**src/rtl/key_debounce_multi.sv**
```systemverilog
// Multi-channel key debouncer: 2-flop synchroniser, power-up blanking and a
// per-channel STABLE/FILTER machine producing a filtered level plus edge pulses.
module key_debounce_multi #(
    parameter int   N_CH         = 4,
    parameter int   DB_CYCLES    = 500000,
    parameter int   BLANK_CYCLES = 5000,
    parameter logic IDLE_LEVEL   = 1'b1
) (
    input  logic            CLK,
    input  logic            RSTn,
    input  logic [N_CH-1:0] Pin_In,
    output logic [N_CH-1:0] Key_Level,
    output logic [N_CH-1:0] H2L_Sig,
    output logic [N_CH-1:0] L2H_Sig,
    output logic            Ready
);

    localparam int CW = $clog2(DB_CYCLES);
    localparam int BW = (BLANK_CYCLES > 1) ? $clog2(BLANK_CYCLES) : 1;
    localparam logic [CW-1:0] CNT_LAST   = CW'(DB_CYCLES - 1);
    localparam logic [BW-1:0] BLANK_LAST = BW'(BLANK_CYCLES - 1);

    typedef enum logic {ST_STABLE, ST_FILTER} state_e;

    logic [N_CH-1:0] s1_q, s2_q;
    logic [BW-1:0]   blank_cnt_q, blank_cnt_d;
    logic            ready_q, ready_d;
    state_e          state_q [N_CH];
    state_e          state_d [N_CH];
    logic [CW-1:0]   cnt_q   [N_CH];
    logic [CW-1:0]   cnt_d   [N_CH];
    logic [N_CH-1:0] lvl_q, lvl_d;
    logic [N_CH-1:0] h2l_q, h2l_d;
    logic [N_CH-1:0] l2h_q, l2h_d;

    // Blanking counter saturates at BLANK_LAST; Ready is sticky until reset.
    always_comb begin
        blank_cnt_d = blank_cnt_q;
        ready_d     = ready_q;
        if (!ready_q) begin
            if (blank_cnt_q == BLANK_LAST) begin
                ready_d = 1'b1;
            end else begin
                blank_cnt_d = blank_cnt_q + 1'b1;
            end
        end
    end

    always_comb begin
        lvl_d = lvl_q;
        h2l_d = '0;
        l2h_d = '0;
        for (int i = 0; i < N_CH; i++) begin
            state_d[i] = state_q[i];
            cnt_d[i]   = cnt_q[i];
            if (!ready_q) begin
                // Adopt the true pin level silently while blanking.
                state_d[i] = ST_STABLE;
                cnt_d[i]   = '0;
                lvl_d[i]   = s2_q[i];
            end else begin
                case (state_q[i])
                    ST_STABLE: begin
                        if (s2_q[i] != lvl_q[i]) begin
                            cnt_d[i]   = CW'(1);
                            state_d[i] = ST_FILTER;
                        end
                    end
                    ST_FILTER: begin
                        if (s2_q[i] == lvl_q[i]) begin
                            cnt_d[i]   = '0;
                            state_d[i] = ST_STABLE;
                        end else if (cnt_q[i] == CNT_LAST) begin
                            lvl_d[i]   = s2_q[i];
                            h2l_d[i]   = ~s2_q[i];
                            l2h_d[i]   = s2_q[i];
                            cnt_d[i]   = '0;
                            state_d[i] = ST_STABLE;
                        end else begin
                            cnt_d[i] = cnt_q[i] + 1'b1;
                        end
                    end
                    default: begin
                        cnt_d[i]   = '0;
                        state_d[i] = ST_STABLE;
                    end
                endcase
            end
        end
    end

    always_ff @(posedge CLK or negedge RSTn) begin
        if (!RSTn) begin
            s1_q        <= {N_CH{IDLE_LEVEL}};
            s2_q        <= {N_CH{IDLE_LEVEL}};
            blank_cnt_q <= '0;
            ready_q     <= 1'b0;
            lvl_q       <= {N_CH{IDLE_LEVEL}};
            h2l_q       <= '0;
            l2h_q       <= '0;
            for (int i = 0; i < N_CH; i++) begin
                state_q[i] <= ST_STABLE;
                cnt_q[i]   <= '0;
            end
        end else begin
            s1_q        <= Pin_In;
            s2_q        <= s1_q;
            blank_cnt_q <= blank_cnt_d;
            ready_q     <= ready_d;
            lvl_q       <= lvl_d;
            h2l_q       <= h2l_d;
            l2h_q       <= l2h_d;
            for (int i = 0; i < N_CH; i++) begin
                state_q[i] <= state_d[i];
                cnt_q[i]   <= cnt_d[i];
            end
        end
    end

    assign Key_Level = lvl_q;
    assign H2L_Sig   = h2l_q;
    assign L2H_Sig   = l2h_q;
    assign Ready     = ready_q;

endmodule

```
**config.mk**
```make
export PLATFORM = sky130hd
export DESIGN_NAME = key_debounce_multi
export DESIGN_NICKNAME = d
export VERILOG_FILES = /design/src/rtl/key_debounce_multi.sv
export SDC_FILE = /design/constraint.sdc
export NUM_CORES = 1
export LEC_CHECK = 0
export CAP_MARGIN = 0
export CORE_AREA = 10 10 115 137
export CTS_BUF_LIST = sky130_fd_sc_hd__clkbuf_4 sky130_fd_sc_hd__clkbuf_8 sky130_fd_sc_hd__clkbuf_16
export DETAILED_ROUTE_END_ITERATION = 16
export DIE_AREA = 0 0 125 147
export GPL_TIMING_DRIVEN = 0
export SLEW_MARGIN = 20
export SYNTH_ARGS = -nofsm -noshare
export SYNTH_HDL_FRONTEND = slang
export SYNTH_SLANG_ARGS = --single-unit
```
**constraint.sdc**
```tcl
create_clock -name CLK -period 4.8 [get_ports CLK]
set_clock_uncertainty 0.15 [all_clocks]
set_input_delay 0.96 -clock CLK [delete_from_list [all_inputs] [get_ports CLK]]
set_output_delay 0.96 -clock CLK [all_outputs]
set_load 0.05 [all_outputs]
```
* Word-level counts from Yosys, hierarchy flattened
Cells that the tools add are included.
** Cells by class
- Bitwise logic cells :: 10
- Mux-type cells :: 90
- Add/sub/neg operators :: 5
- Reduce and logical (&&, ||, !) cells :: 5
- Equality and inequality tests :: 29
** Operator list (count)
- $mux W19 :: 16
- $pmux W19 S2 :: 4
- $add A19 B1 Y19 const B :: 4
- $eq A19 B19 Y1 const B :: 4
- $mux W1 :: 66
- $ne A2 B1 Y1 const B :: 8
- $add A13 B1 Y13 const B :: 1
- $eq A13 B13 Y1 const B :: 1
- $ne A3 B3 Y1 const B :: 4
- $reduce_and A3 Y1 :: 4
- $not A1 Y1 :: 10
- $ne A2 B2 Y1 const B :: 4
- $pmux W1 S2 :: 4
- $eq A1 B1 Y1 :: 4
- $ne A1 B1 Y1 :: 4
- $reduce_and A2 Y1 :: 1
** Storage, ports and cells
- Bits in registers :: 114
- Output and inout bits :: 13
- Input bits :: 6
- Word-level logic and storage cells :: 157

* Depth between registers and ports, before layout
Gate-level depths: netlist of the first run.
- Depth in word-level cells :: 5
- Mapped depth :: 8
- Depth with buffers taken out :: 6

* Least setup slack after synthesis of the first run
Ideal clock, no wire load.
- Kind :: reg2reg
- Start :: reg ready_q, in the netlist Ready
- End :: reg cnt_q[42] (netlist bit)
- Clock period less this slack :: 2228 ps
- Required time :: 4555 ps
- Cell stages (with the launch flop) :: 7
- Setup slack :: 2572 ps
- Arrival time :: 1983 ps
- Setup time :: 95 ps
- Path buffers :: 2
- Cells stage by stage :: dfrtp_1 > clkbuf_1 > clkbuf_1 > nor3b_1 > a21o_1 > nand2_1 > o31ai_1
** Between the ends
- Cells in the longest elaborated chain, start to end :: 1
- Elaborated cells between the ends (all ways) :: 2
- Those cells by class :: eq/ne (1); mux (1)
** RTL lines
- start: declaration :: RTL line 27 : logic ready_q, ready_d;
- start signal: assignment :: RTL line 109 : ready_q <= ready_d;
- $ne A3 B3 Y1 (no source line) or $mux W19 (tied branches)
- end signal: indexed assignment :: RTL line 115 : cnt_q[i] <= cnt_d[i];
- end: declaration :: RTL line 30 : logic [CW-1:0] cnt_q [N_CH];
Parallel ways exist; a longest one is shown, timed or not.
A chain may end at the register's enable or synchronous reset.

* Final worst setup path of the first run
- Start :: reg lvl_q[2], in the netlist Key_Level[2]
- End :: out Key_Level[2]
** RTL lines
- start: declaration :: RTL line 32 : logic [N_CH-1:0] lvl_q, lvl_d;
- start signal: assignment :: RTL line 98 : lvl_q <= {N_CH{IDLE_LEVEL}};
- start signal: assignment :: RTL line 110 : lvl_q <= lvl_d;
- end: declaration :: RTL line 12 : output logic [N_CH-1:0] Key_Level,
No word-level cell between the ends.

==> flow_metrics.tcl, run 1 <==
set metrics [dict create \
    routedWlPerCell_um 15.9 \
    rows 46 \
    worst-path-stages 1 \
    hold_start "s1_q[0]" \
    nNetsFinal 640 \
    drive_above_1_share_pct 11.2 \
    postCtsSetupRepairBufs 0 \
    max_freq_ghz 0.342 \
    synth_top_area_cell "dfrtp_1" \
    synth-seq-cells 114 \
    initial_core_util_pct 43.7 \
    drt_iter0_drc 418 \
    clk_latency_ns 0.42 \
    min_to "s2_q[0]" \
    path_delay_family "buffers and inverters" \
    synth_top_area_share_pct 44.5 \
    syn2layout_area_growth_pct 18.1 \
    synthTopCellsByCount "dfrtp_1, nand2_1, nand3_1, a31oi_1, nor2_1" \
    drv_slew 0 \
    critPathMaxStageDelay_ns 0.82 \
    grt_usage_pct 14.5 \
    r2r-start "Ready" \
    postCtsResizedCells 0 \
    dp_hpwl_um 8700 \
    clk_path_buf_depth 2 \
    die_w_um 125 \
    syn_area_mm2 0.00574 \
    hold_path_class "reg -> reg" \
    yosysMostFrequentCell "dfrtp_1" \
    routabilityCongestion 0.885 \
    avgSynthCellArea_um2 9.71 \
    placed_area_mm2 0.00616 \
    layout_worst_path_cycle_share_pct 60.8 \
    die-area_mm2 0.0184 \
    finalSetupViolations 0 \
    critPathArrivalTime_ns 1.81 \
    rsz0062_at_grt "false" \
    synth_cell_types 63 \
    critical_path.cell_chain "clkdlybuf4s50_1" \
    netlist_instances 591 \
    fin_tns_setup_ns 0 \
    period_needed_ns 2.92 \
    clk_pin_slew_worst_paths_ns 0.05 \
    ys_warn_count 0 \
    syn-num-nets 602 \
    grt_first_pass_wirelength_um 22200 \
    drc 0 \
    numCtsBuffers 17 \
    ys.flop_type "dfrtp_1" \
    reg2reg_depth 6 \
    io_pins 19 \
    tightest_slew_ns 1.11 \
    cts.sinks 114 \
    path_max_fanout 5 \
    worst-path-buf-inv 1 \
    start_kind "flop" \
    async_flop_share_pct 100 \
    first_global_vias 4565 \
    viasPerCell 5.78 \
    core-area_mm2 0.0131 \
    powerDensity_mw_per_mm2 343 \
    io_buffers 18 \
    maxCapViolations 0 \
    status "complete, no violations" \
    cts-htree-levels 4 \
    critPathCaptureType "primary output" \
    dieHeight_um 147 \
    grt-ovfl-total 0 \
    critical_path_class "reg -> out" \
    ctsHoldBuffers 0 \
    slowest_stage "clkdlybuf4s50_1" \
    final_hold_viol_count 0 \
    stdcell_area_mm2 0.00677 \
    synth_enable_flop_cells 0 \
    ant_nets 0 \
    rrSetupSlack_ns 2.13 \
    leakagePower_nw 2.81 \
    via_count 4681 \
    min_path_cells 0 \
    ctsRootBufferMaster "clkbuf_16" \
    peakVddDrop_mv 0.183 \
    grt_max_degree 63 \
    diodes 0 \
    drt_pass1_iterations 5 \
    critical_path_required_ns 3.69 \
    reg2reg_to "cnt_q[42]" \
    synth_area_leaders "dfrtp_1, dfstp_2, nand2_1, a31oi_1, nand3_1" \
    routed_wl_um 12900 \
    seq_area_frac_synth_pct 50.0 \
    tritoncts "done" \
    slew_headroom_pct 26.1 \
    grt_antenna_before_repair 0 \
]
-- layout by cell type, fill, tap and decap left out, drive strengths merged, types with 4 or more instances in the layout --
| master | n |
|---|---|
| nand4 | 21 |
| nand3 | 39 |
| mux2 | 5 |
| and3 | 14 |
| nand2b | 8 |
| dfstp | 12 |
| clkdlybuf4s50 | 17 |
| dfrtp | 102 |
| clkbuf | 33 |
| nor3 | 15 |
| a31oi | 37 |
| nor4b | 4 |
| or4 | 4 |
| clkinv | 5 |
| and4 | 10 |
| a21oi | 35 |
| o21ai | 30 |
| a41oi | 7 |
| a21o | 9 |
| or3b | 5 |
| buf | 11 |
| nor4 | 12 |
| ha | 5 |
| nor3b | 6 |
| nor2 | 35 |
| xnor2 | 17 |
| and2 | 4 |
| nand2 | 63 |
| xor2 | 9 |
| a22o | 7 |
| inv | 17 |
-- state kept, by name, summed over array words and instances (netlist names) --
name / cells
state_q: 4
Ready: 1
s1_q: 4
H2L_Sig: 4
cnt_q: 76
Key_Level: 4
s2_q: 4
L2H_Sig: 4
blank_cnt_q: 13
-- routing by layer --
layer  wire length [µm]  track usage [%]  share of wire (%)  vias up
li1                   -                -                  -     2287
met2               6200             23.1                 48       72
met4                128             5.71                1.0        0
met3                547             4.64                4.3       11
met1               5980             17.8                 47     2311
met5                  0                0                  0        -
-- report_power, final --
part / switching, mW / internal (mW) / leakage [nW] / total, mW
clock network: 0.433 / 0.870 / 0.305 / 1.30
logic: 0.0309 / 0.0116 / 0.962 / 0.0425
registers: 0.00508 / 0.972 / 1.54 / 0.977
total: 0.469 / 1.85 / 2.81 / 2.32
-- per-stage QoR --
stage	hold WS, ns	worst slack [ns]	cells	power (mW)	util, %
floorplan	0.195	2.57	591	1.00	-
global placement	0.197	-1.79	777	1.03	46.7
detailed placement	0.197	2.09	778	1.04	46.9
CTS	0.204	1.85	810	2.35	51.6
global route	0.210	1.81	810	2.41	51.6
finish	0.204	1.88	810	2.32	51.6
-- how the worst max path moves through the flow --
stage                     slack [ns]    startpoint            to
after floorplan                 2.57         Ready     cnt_q[42]
after global placement         -1.79          RSTn     cnt_q[64]
after detailed placement        2.09         Ready     cnt_q[47]
after CTS                       1.85  Key_Level[2]  Key_Level[2]
after global routing            1.81  Key_Level[2]  Key_Level[2]
final                           1.88  Key_Level[2]  Key_Level[2]
-- final cells by class --
cell class | count | area [µm²]
Buffer | 20 | 91.3
Clock buffer | 22 | 488
Timing Repair Buffer | 19 | 209
Tap cell | 168 | 210
Multi-Input combinational cell | 440 | 2710
Sequential cell | 114 | 2870
Inverter | 17 | 63.8
Fill cell | 1195 | 6350
Clock inverter | 10 | 130
-- cells by family (layout without fill, tap and decap cells) --
group / after synthesis / in the layout / synth area share [%]
AND/OR/NAND/NOR: 253 / 253 / 24.2
adder cells (fa/ha/maj): 5 / 5 / 1.09
AO/OA/AOI/OAI: 148 / 148 / 16.5
buffers and inverters: 37 / 88 / 2.70
XOR/XNOR: 26 / 26 / 3.97
flip-flops: 114 / 114 / 50.0
multiplexers: 8 / 8 / 1.50
Note: power is estimated with default switching activity, not from simulation.
==> run 2: changes to the inputs <==
- clock period: 4.8 -> 2.43 ns (I/O delays scaled with it)
==> run 2 against run 1 <==
Non-clock buffer count is 7 higher. Hold slack is essentially flat. Combinational power is 99% higher. Cell count rose by 0.86%. Critical path type is now reg -> reg. Total power rose by 98%. Die area unchanged. Routed wire length rose by 0.88%. Clock power is 98% higher. Design area is 1.8% higher. Setup slack got worse by 1.8 ns.
==> flow_metrics.tcl, run 2 (synthesis results as in run 1) <==
set metrics [dict create \
    rows 46 \
    period_needed_ns 2.34 \
    fill_cells 1180 \
    dp_hpwl_um 8700 \
    numCtsBuffers 17 \
    fin_tns_setup_ns 0 \
    intPower_mw 3.66 \
    grt-ovfl-total 0 \
    path_delay_family "simple AND/OR/NAND/NOR gates" \
    critPathArrivalTime_ns 2.54 \
    core-area_mm2 0.0131 \
    path_max_fanout 5 \
    diodes 0 \
    hold_start "s1_q[0]" \
    syn2layout_area_growth_pct 20.2 \
    slew_headroom_pct 48.3 \
    leakagePower_nw 2.86 \
    hold_path_class "reg -> reg" \
    start_kind "flop" \
    max_freq_ghz 0.427 \
    preCtsSetupSlack_ns -0.281 \
    grt_usage_pct 14.5 \
    largest-register "cnt_q" \
    tritoncts "done" \
    via_count 4715 \
    placed_area_mm2 0.00616 \
    peakVddDrop_mv 0.361 \
    layout_worst_path_cycle_share_pct 96.5 \
    tightest_slew_ns 0.769 \
    reg_top3 "cnt_q x76, blank_cnt_q x13" \
    routabilityCongestion 0.885 \
    p_sw_mw 0.928 \
    dieHeight_um 147 \
    clk_latency_ns 0.42 \
    clkPwrFrac_pct 56.1 \
    io_buffers 18 \
    clk_pin_slew_worst_paths_ns 0.05 \
    critPathCaptureType "flop" \
    drc 0 \
    rsz0062_at_grt "false" \
    die-area_mm2 0.0184 \
    worst-path-buf-inv 0 \
    largest_reg_flops 76 \
    initial_core_util_pct 43.7 \
    routedWlPerCell_um 15.9 \
    critical_path_class "reg -> reg" \
    drive_above_1_share_pct 13.7 \
    final_hold_viol_count 0 \
    ant_nets 0 \
    critPathMaxStageDelay_ns 0.57 \
    stdcell_area_mm2 0.00690 \
    drt_pass1_iterations 5 \
    viasPerCell 5.77 \
    nNetsFinal 647 \
    grt_max_degree 63 \
    drv_slew 0 \
    layout_commonest_cell "dfrtp_1" \
    grt_first_pass_wirelength_um 22200 \
    seqPwrFrac_pct 42.1 \
    critical_path.cell_chain "or4b_4 > nor4_4 > nand3_1 > nand2_1 > mux2_2" \
    maxCapViolations 0 \
    rrSetupSlack_ns 0.09 \
    drt_iter0_drc 372 \
    r2r-start "cnt_q[33]" \
    startpoint "cnt_q[33]" \
    setup_ws_ns 0.0854 \
    finalSetupViolations 0 \
    powerDensity_mw_per_mm2 666 \
    critical_path_required_ns 2.62 \
    grt_antenna_before_repair 0 \
    p_sw_share_pct 20.2 \
    slowest_stage "or4b_4" \
    die_w_um 125 \
    first_global_vias 4559 \
    place_inst 778 \
    routed_wl_um 13000 \
    mostFrequentLayoutCells "dfrtp_1, nand2_1, nand3_1" \
    clk_path_buf_depth 2 \
    ctsRootBufferMaster "clkbuf_16" \
    final_cells 817 \
    cts-htree-levels 4 \
    combPwrFrac_pct 1.8 \
    status "complete, no violations" \
    io_pins 19 \
    cts.sinks 114 \
]
==> run 2: cell type report <==
type,count,area (µm²),share of cell area [%]
Clock buffer,22,488,7.08
Clock inverter,10,130,1.89
Tap cell,168,210,3.05
Timing Repair Buffer,26,259,3.76
Inverter,17,63.8,0.925
Sequential cell,114,2870,41.6
Buffer,20,100,1.45
Multi-Input combinational cell,440,2780,40.3
==> run 2: final timing paths <==
path / endpoint / cells past startpoint
setup / recovery: Key_Level[2] / 5
hold / removal: s2_q[0] / 0
setup reg to reg: Key_Level[2] / 5
hold reg to reg: s2_q[0] / 0
max in group asynchronous: s1_q[1] / 3
min in group asynchronous: cnt_q[36] / 2
==> run 2: timing repair <==
action | 4_1_cts | 5_1_grt
hold endpoints to repair | 50 | 0
resized for setup | 10 | 10
pin swaps | 0 | 1
endpoints found under the setup margin | 30 | 50
hold buffers | 1 | 0
setup buffers | 0 | 6
==> run 2: metrics by stage <==
| step | hold slack, ns | total power, mW | utilization (%) |
|---|---|---|---|
| finish | 0.204 | 4.59 | 52.5 |
| global route | 0.210 | 4.76 | 52.5 |
| CTS | 0.204 | 4.65 | 51.9 |
| detailed placement | 0.197 | 2.05 | 46.9 |
| global placement | 0.197 | 2.04 | 46.7 |
| floorplan | 0.0404 | 1.98 | - |
==> run 2: metal layers <==
metal | wire length, µm | GRT usage (%) | vias up
met1 | 5970 | 17.8 | 2318
met2 | 6310 | 23.1 | 83
met3 | 583 | 4.64 | 10
met4 | 113 | 5.71 | 0
li1 | - | - | 2304
met5 | 0 | 0 | -
==> run 2: power groups by stage <==
stage | registers (mW) | clock network, mW | logic, mW
6_report | 1.93 | 2.57 | 0.0846
5_1_grt | 1.93 | 2.73 | 0.0963
4_1_cts | 1.93 | 2.63 | 0.0882
3_5_place_dp | 1.96 | 0 | 0.0878
3_3_place_gp | 1.96 | 0 | 0.0812
2_1_floorplan | 1.97 | 0 | 0.0129
